==> config.mk <==
export PLATFORM = sky130hd
export DESIGN_NAME = capi_dma_ltag_alloc
export DESIGN_NICKNAME = d
export VERILOG_FILES = /design/src/rtl/capi_dma_ltag_alloc.sv
export SDC_FILE = /design/constraint.sdc
export NUM_CORES = 1
export LEC_CHECK = 0
export BUFFER_PORTS_ARGS = -buffer_cell sky130_fd_sc_hd__buf_2
export CAP_MARGIN = 20
export CORE_MARGIN = 4
export CORE_UTILIZATION = 30
export CTS_BUF_LIST = sky130_fd_sc_hd__clkbuf_2 sky130_fd_sc_hd__clkbuf_4 sky130_fd_sc_hd__clkbuf_8
export CTS_CLUSTER_DIAMETER = 60
export CTS_CLUSTER_SIZE = 25
export DETAILED_ROUTE_END_ITERATION = 10
export GPL_TIMING_DRIVEN = 0
export SLEW_MARGIN = 20
export SYNTH_ARGS = -nofsm -noshare
export SYNTH_HDL_FRONTEND = slang
export SYNTH_SLANG_ARGS = --single-unit
==> constraint.sdc <==
create_clock -name clk -period 7 [get_ports clk]
set_input_delay 1.4 -clock clk [delete_from_list [all_inputs] [get_ports clk]]
set_output_delay 1.4 -clock clk [all_outputs]
set_load 0.1 [all_outputs]
==> src/rtl/capi_dma_ltag_alloc.sv <==
// Local-tag allocator: hands free ltags to the read-command issue stage and takes them back from read-data.
// Latency: allocation is 0-cycle from the FIFO head; a returned ltag can be re-offered 1 cycle after its free.
// Backpressure: o_alloc_v holds its offer until i_alloc_r accepts it; frees are always taken (illegal ones are flagged).
module capi_dma_ltag_alloc #(
    parameter int ltag_width = 6,
    parameter int ntags      = 64,
    parameter int cnt_width  = 7
) (
    input  logic                  clk,
    input  logic                  reset,
    output logic                  o_alloc_v,
    input  logic                  i_alloc_r,
    output logic [ltag_width-1:0] o_alloc_ltag,
    input  logic                  i_free_v,
    input  logic [ltag_width-1:0] i_free_ltag,
    output logic [cnt_width-1:0]  o_free_cnt,
    output logic                  o_init_done,
    output logic                  o_idle,
    output logic                  o_err_v,
    output logic [ltag_width-1:0] o_err_ltag
);

    typedef enum logic {ST_INIT = 1'b0, ST_RUN = 1'b1} state_t;

    state_t                r_state;
    state_t                w_state_nxt;
    logic [ltag_width-1:0] r_fifo [ntags];
    logic [ltag_width:0]   r_rd_ptr;
    logic [ltag_width:0]   r_wr_ptr;
    logic [ltag_width-1:0] r_init_cnt;
    logic [ntags-1:0]      r_bitmap;
    logic                  r_err_v;
    logic [ltag_width-1:0] r_err_ltag;

    logic                  w_run;
    logic                  w_init_wr;
    logic [cnt_width-1:0]  w_free_cnt;
    logic [ltag_width-1:0] w_head;
    logic                  w_accept;
    logic                  w_free_ok;
    logic                  w_free_bad;
    logic                  w_fifo_we;
    logic [ltag_width-1:0] w_fifo_wdat;
    logic [ntags-1:0]      w_bitmap_nxt;

    // FSM state register
    always_ff @(posedge clk or posedge reset) begin
        if (reset) r_state <= ST_INIT;
        else       r_state <= w_state_nxt;
    end

    // FSM next state: INIT lasts exactly ntags cycles, RUN is left only by reset
    always_comb begin
        w_state_nxt = r_state;
        if (r_state == ST_INIT && r_init_cnt == ltag_width'(ntags - 1))
            w_state_nxt = ST_RUN;
    end

    // FSM outputs: INIT writes the ascending ltag sequence, RUN enables alloc/free
    always_comb begin
        w_run     = (r_state == ST_RUN);
        w_init_wr = (r_state == ST_INIT);
    end

    // Datapath decode; pointer difference is the free count (full when only MSBs differ)
    always_comb begin
        w_free_cnt  = w_run ? cnt_width'(r_wr_ptr - r_rd_ptr) : '0;
        w_head      = r_fifo[r_rd_ptr[ltag_width-1:0]];
        w_accept    = w_run && (w_free_cnt != '0) && i_alloc_r;
        // bitmap is checked before this cycle's accept updates it
        w_free_ok   = w_run && i_free_v && r_bitmap[i_free_ltag];
        w_free_bad  = i_free_v && !w_free_ok;
        w_fifo_we   = w_init_wr || w_free_ok;
        w_fifo_wdat = w_init_wr ? r_init_cnt : i_free_ltag;
    end

    // In-use bitmap next value: set on accept, clear on legal free
    always_comb begin
        w_bitmap_nxt = r_bitmap;
        if (w_accept)  w_bitmap_nxt[w_head]      = 1'b1;
        if (w_free_ok) w_bitmap_nxt[i_free_ltag] = 1'b0;
    end

    // Free-list storage; contents are rebuilt by INIT so no reset is needed
    always_ff @(posedge clk) begin
        if (w_fifo_we) r_fifo[r_wr_ptr[ltag_width-1:0]] <= w_fifo_wdat;
    end

    // Pointers, init counter and bitmap
    always_ff @(posedge clk or posedge reset) begin
        if (reset) begin
            r_rd_ptr   <= '0;
            r_wr_ptr   <= '0;
            r_init_cnt <= '0;
            r_bitmap   <= '0;
        end else begin
            if (w_fifo_we) r_wr_ptr   <= r_wr_ptr + 1'b1;
            if (w_accept)  r_rd_ptr   <= r_rd_ptr + 1'b1;
            if (w_init_wr) r_init_cnt <= r_init_cnt + 1'b1;
            r_bitmap <= w_bitmap_nxt;
        end
    end

    // Sticky error; only the first offending ltag is kept
    always_ff @(posedge clk or posedge reset) begin
        if (reset) begin
            r_err_v    <= 1'b0;
            r_err_ltag <= '0;
        end else if (w_free_bad) begin
            r_err_v <= 1'b1;
            if (!r_err_v) r_err_ltag <= i_free_ltag;
        end
    end

    // Output drive; the offered ltag is forced to 0 outside RUN
    always_comb begin
        o_alloc_v    = w_run && (w_free_cnt != '0);
        o_alloc_ltag = w_run ? w_head : '0;
        o_free_cnt   = w_free_cnt;
        o_init_done  = w_run;
        o_idle       = w_run && (w_free_cnt == cnt_width'(ntags));
        o_err_v      = r_err_v;
        o_err_ltag   = r_err_ltag;
    end

endmodule

==> summary.txt <==
Critical path
  – Crit Path Category: reg -> out
  – CP arrival: around 5.3 ns
  – Max FO, Critical Path: 10
  – Crit-path slowest cell: dfrtp_1
  – Critical Path Start Type: flop
  – Critical path required time: 5.60 ns
  – CP bufs+invs: 7
  – Crit-path max cell delay: around 0.47 ns
  – Most frequent CP cell: buf_2
  – Top cell family by delay on the critical path: buffers and inverters
  – Critical path endpoint category: primary output
  – Crit path cell chain: buf_2 -> clkbuf_4 -> buf_2 -> buf_2 -> inv_1 -> ha_1 -> nor2b_1 -> o211a_1 -> a211oi_1 -> a2111o_1 -> a21o_1 -> buf_2 -> or2_2 -> buf_2

Global route
  – Vias in the first global route: ~13000
  – GRT Util Overall: between 10% and 20%
  – Global-route wire length before repair: 88600 um
  – Largest net degree at the start of global routing: between 60 and 70
  – GR Overflow Total: 0
  – Initial antenna violation count: 0

STA
  – Period utilisation layout: 96.1%
  – Fin crit period: a little under 7 ns
  – Worst-margin pin slew: around 1.2 ns
  – RSZ-0062 raised after global routing: false
  – Final Max Tran Viols: 0
  – Setup_tns: 0 ns
  – Slew headroom: 18.0%
  – # setup viols final: 0
  – Post-route setup slack: about 0.27 ns
  – Final Hold Viols: 0
  – Max Freq: around 0.15 GHz
  – Post-Route Skew: around 0.097 ns

Drt
  – Initial DRC count: approximately 1600
  – Antenna-violating nets left: 0
  – Via count: 13100
  – Routed wire length: slightly above 60000 um
  – TritonRoute pass-1 iters: 5
  – DRC: 0
  – Routed len/inst: ~26 um
  – Vias/cell: roughly 5.6

Floorplan
  – Row cnt: between 90 and 100
  – Die Span X: approximately 270 um
  – Initial Util: 30.3%
  – Die H: roughly 270 um
  – Top Ports: 33
  – Area of the core: ~70000 um2
  – Die area: ~75000 um2

Placement
  – Port Buf Inserts: 31
  – Placed instance area: about 23000 um2
  – GPL Wtd Cong: ~0.9
  – Placed Cells incl. Taps: between 2000 and 2500
  – DP HPWL: 40300 um
  – Pre-CTS worst setup slack: between 0.9 and 1 ns

Power
  – PwrDens: roughly 200 nW/um2
  – P_leak: about 7.4 nW
  – Worst VDD drop: around 0.00014 V

CTS
  – Total CTS buffers: 31
  – CTS H-tree lvls: 1
  – CTS root buf: clkbuf_8
  – Worst-path clk slew: 0.14 ns
  – Later-pin clock latency in the skew report: slightly above 0.7 ns
  – Clock buffer depth: 3
  – CTS tree: built
  – Num Clock Sinks: 476

Yosys
  – Number of synthesized register bits: 476
  – Synth warn: 0
  – Count of unique library cells instantiated by Yosys: 82
  – Ys flop type: edfxtp_1
  – Syn Inst Count: approximately 1300
  – Syn Std Cell Area: between 20000 and 25000 um2
  – Seq/Total Area, Yosys: roughly two thirds
  – Fraction of registers with async set/reset: around a fifth
  – Number of flops mapped to enable cells by yosys: 384
  – Syn_area_per_cell: approximately 16 um2
  – Syn Nets: 1314

Cells and area
  – Final core occ: roughly 33%
  – Share of cells above drive strength 1: between 10% and 20%
  – Commonest non-fill, non-tap cells in the layout: edfxtp_1, dfrtp_1, mux4_2
  – Fillcell total: 6746
  – Fin nets: about 1400
  – Commonest non-fill, non-tap cell in the layout: edfxtp_1
  – Final instance area: approximately 23000 um2
  – Non-Filler Instances: approximately 2300
  – # diodes: 0
  – Synth-to-layout area growth: 10.4%

Job
  – Reported max-cap violation count: 0

Run status
  – Status: finished clean

Hold path
  – Hold Path Class: reg -> reg
worst paths after layout:
path                                      end     startpoint  slack [ns]  cells after the start
worst max-delay path                o_alloc_v    r_rd_ptr[1]        0.27                     14
worst min-delay path            r_init_cnt[2]  r_init_cnt[2]        0.51                      1
worst min register to register  r_init_cnt[2]  r_init_cnt[2]        0.51                      1
max in group asynchronous         r_wr_ptr[6]          reset        5.66                      3
min in group asynchronous         r_bitmap[1]          reset        0.70                      2
worst max register to register   r_bitmap[14]    r_rd_ptr[1]        1.97                     14
worst register-to-register path, delay by kind of cell (launching register included):
family,cells,cell delay (ns)
buffers and inverters,6,2.02
AO/OA/AOI/OAI,6,1.90
flip-flops,1,0.47
adder cells (fa/ha/maj),1,0.30
AND/OR/NAND/NOR,1,0.14
report_power, final:
| part | internal, mW | leakage (nW) | total, mW | switching (mW) |
|---|---|---|---|---|
| logic | 0.0184 | 2.46 | 0.0805 | 0.0620 |
| clock network | 0.562 | 0.390 | 1.60 | 1.04 |
| registers | 3.02 | 4.57 | 3.02 | 0 |
| total | 3.60 | 7.41 | 4.70 | 1.10 |
layout make-up:
cell class              instances  area [um2]  share of cell area [%]
plain buffers                 109         558                    2.39
repair buffers                 33         203                   0.867
clock buffers                  41         514                    2.20
clock inverters                17         267                    1.14
inverters                      15        61.3                   0.262
well taps                     940        1180                    5.03
flip-flops and latches        476       13800                    59.1
multi-input cells             694        6780                    29.0
metrics by stage:
step                power [mW]  hold WS, ns
floorplan                 3.13        0.458
global route              4.85        0.533
global placement          3.16        0.478
CTS                       4.73        0.515
finish                    4.70        0.510
detailed placement        3.16        0.492
synthesized netlist by cell type, types with 7 or more instances:
master / n / share of area (%)
a221oi_1: 7 / 0.29
mux2i_1: 40 / 1.9
buf_2: 27 / 0.64
a22o_1: 7 / 0.29
and3_1: 60 / 1.8
xnor2_1: 14 / 0.58
mux4_2: 84 / 8.9
nor2b_1: 10 / 0.30
o21ai_1: 64 / 1.5
nand2_1: 24 / 0.43
o22ai_1: 10 / 0.30
dfrtp_1: 92 / 11
nor2_1: 24 / 0.43
o31ai_1: 66 / 2.3
and2_1: 17 / 0.50
inv_1: 14 / 0.25
a21oi_1: 12 / 0.28
clkbuf_1: 53 / 0.94
o311ai_0: 65 / 2.7
o21ai_0: 8 / 0.19
buf_6: 11 / 0.58
nand3_1: 9 / 0.21
mux4_1: 10 / 1.2
ha_1: 9 / 0.53
mux2_2: 22 / 1.2
buf_1: 14 / 0.25
a22oi_1: 13 / 0.46
edfxtp_1: 384 / 54
nor3_1: 10 / 0.24
cell families (layout without fill, tap and decap cells):
group | Yosys count | in the layout | synth area share (%)
muxes | 156 | 156 | 13.2
and+or+nand+nor | 195 | 195 | 5.44
adders and majority gates | 10 | 10 | 0.626
DFF | 476 | 476 | 65.3
xor gates and xnor gates | 19 | 19 | 0.785
buffers and inverters | 124 | 215 | 2.89
AOI/OAI and AO/OA | 314 | 314 | 11.7
registers in the layout (all words and copies together), names as in the netlist:
register and flops:
o_err_ltag 6, o_err_v 1, o_init_done 1, r_bitmap 64
r_fifo 384, r_init_cnt 6, r_rd_ptr 7, r_wr_ptr 7
per-layer routing:
| layer | GRT usage [%] | vias up | wire length (um) |
|---|---|---|---|
| met5 | 0 | - | 0 |
| li1 | - | 5473 | - |
| met1 | 22.1 | 6773 | 25000 |
| met4 | 4.96 | 0 | 2050 |
| met3 | 2.69 | 124 | 5490 |
| met2 | 25.5 | 686 | 28700 |
repair_timing:
item	in CTS	in global routing
hold buffers	0	0
endpoints found under the setup margin	0	1
gates resized for setup	0	1
buffers inserted	0	0
No activity file was read; power rests on OpenSTA's default activity.
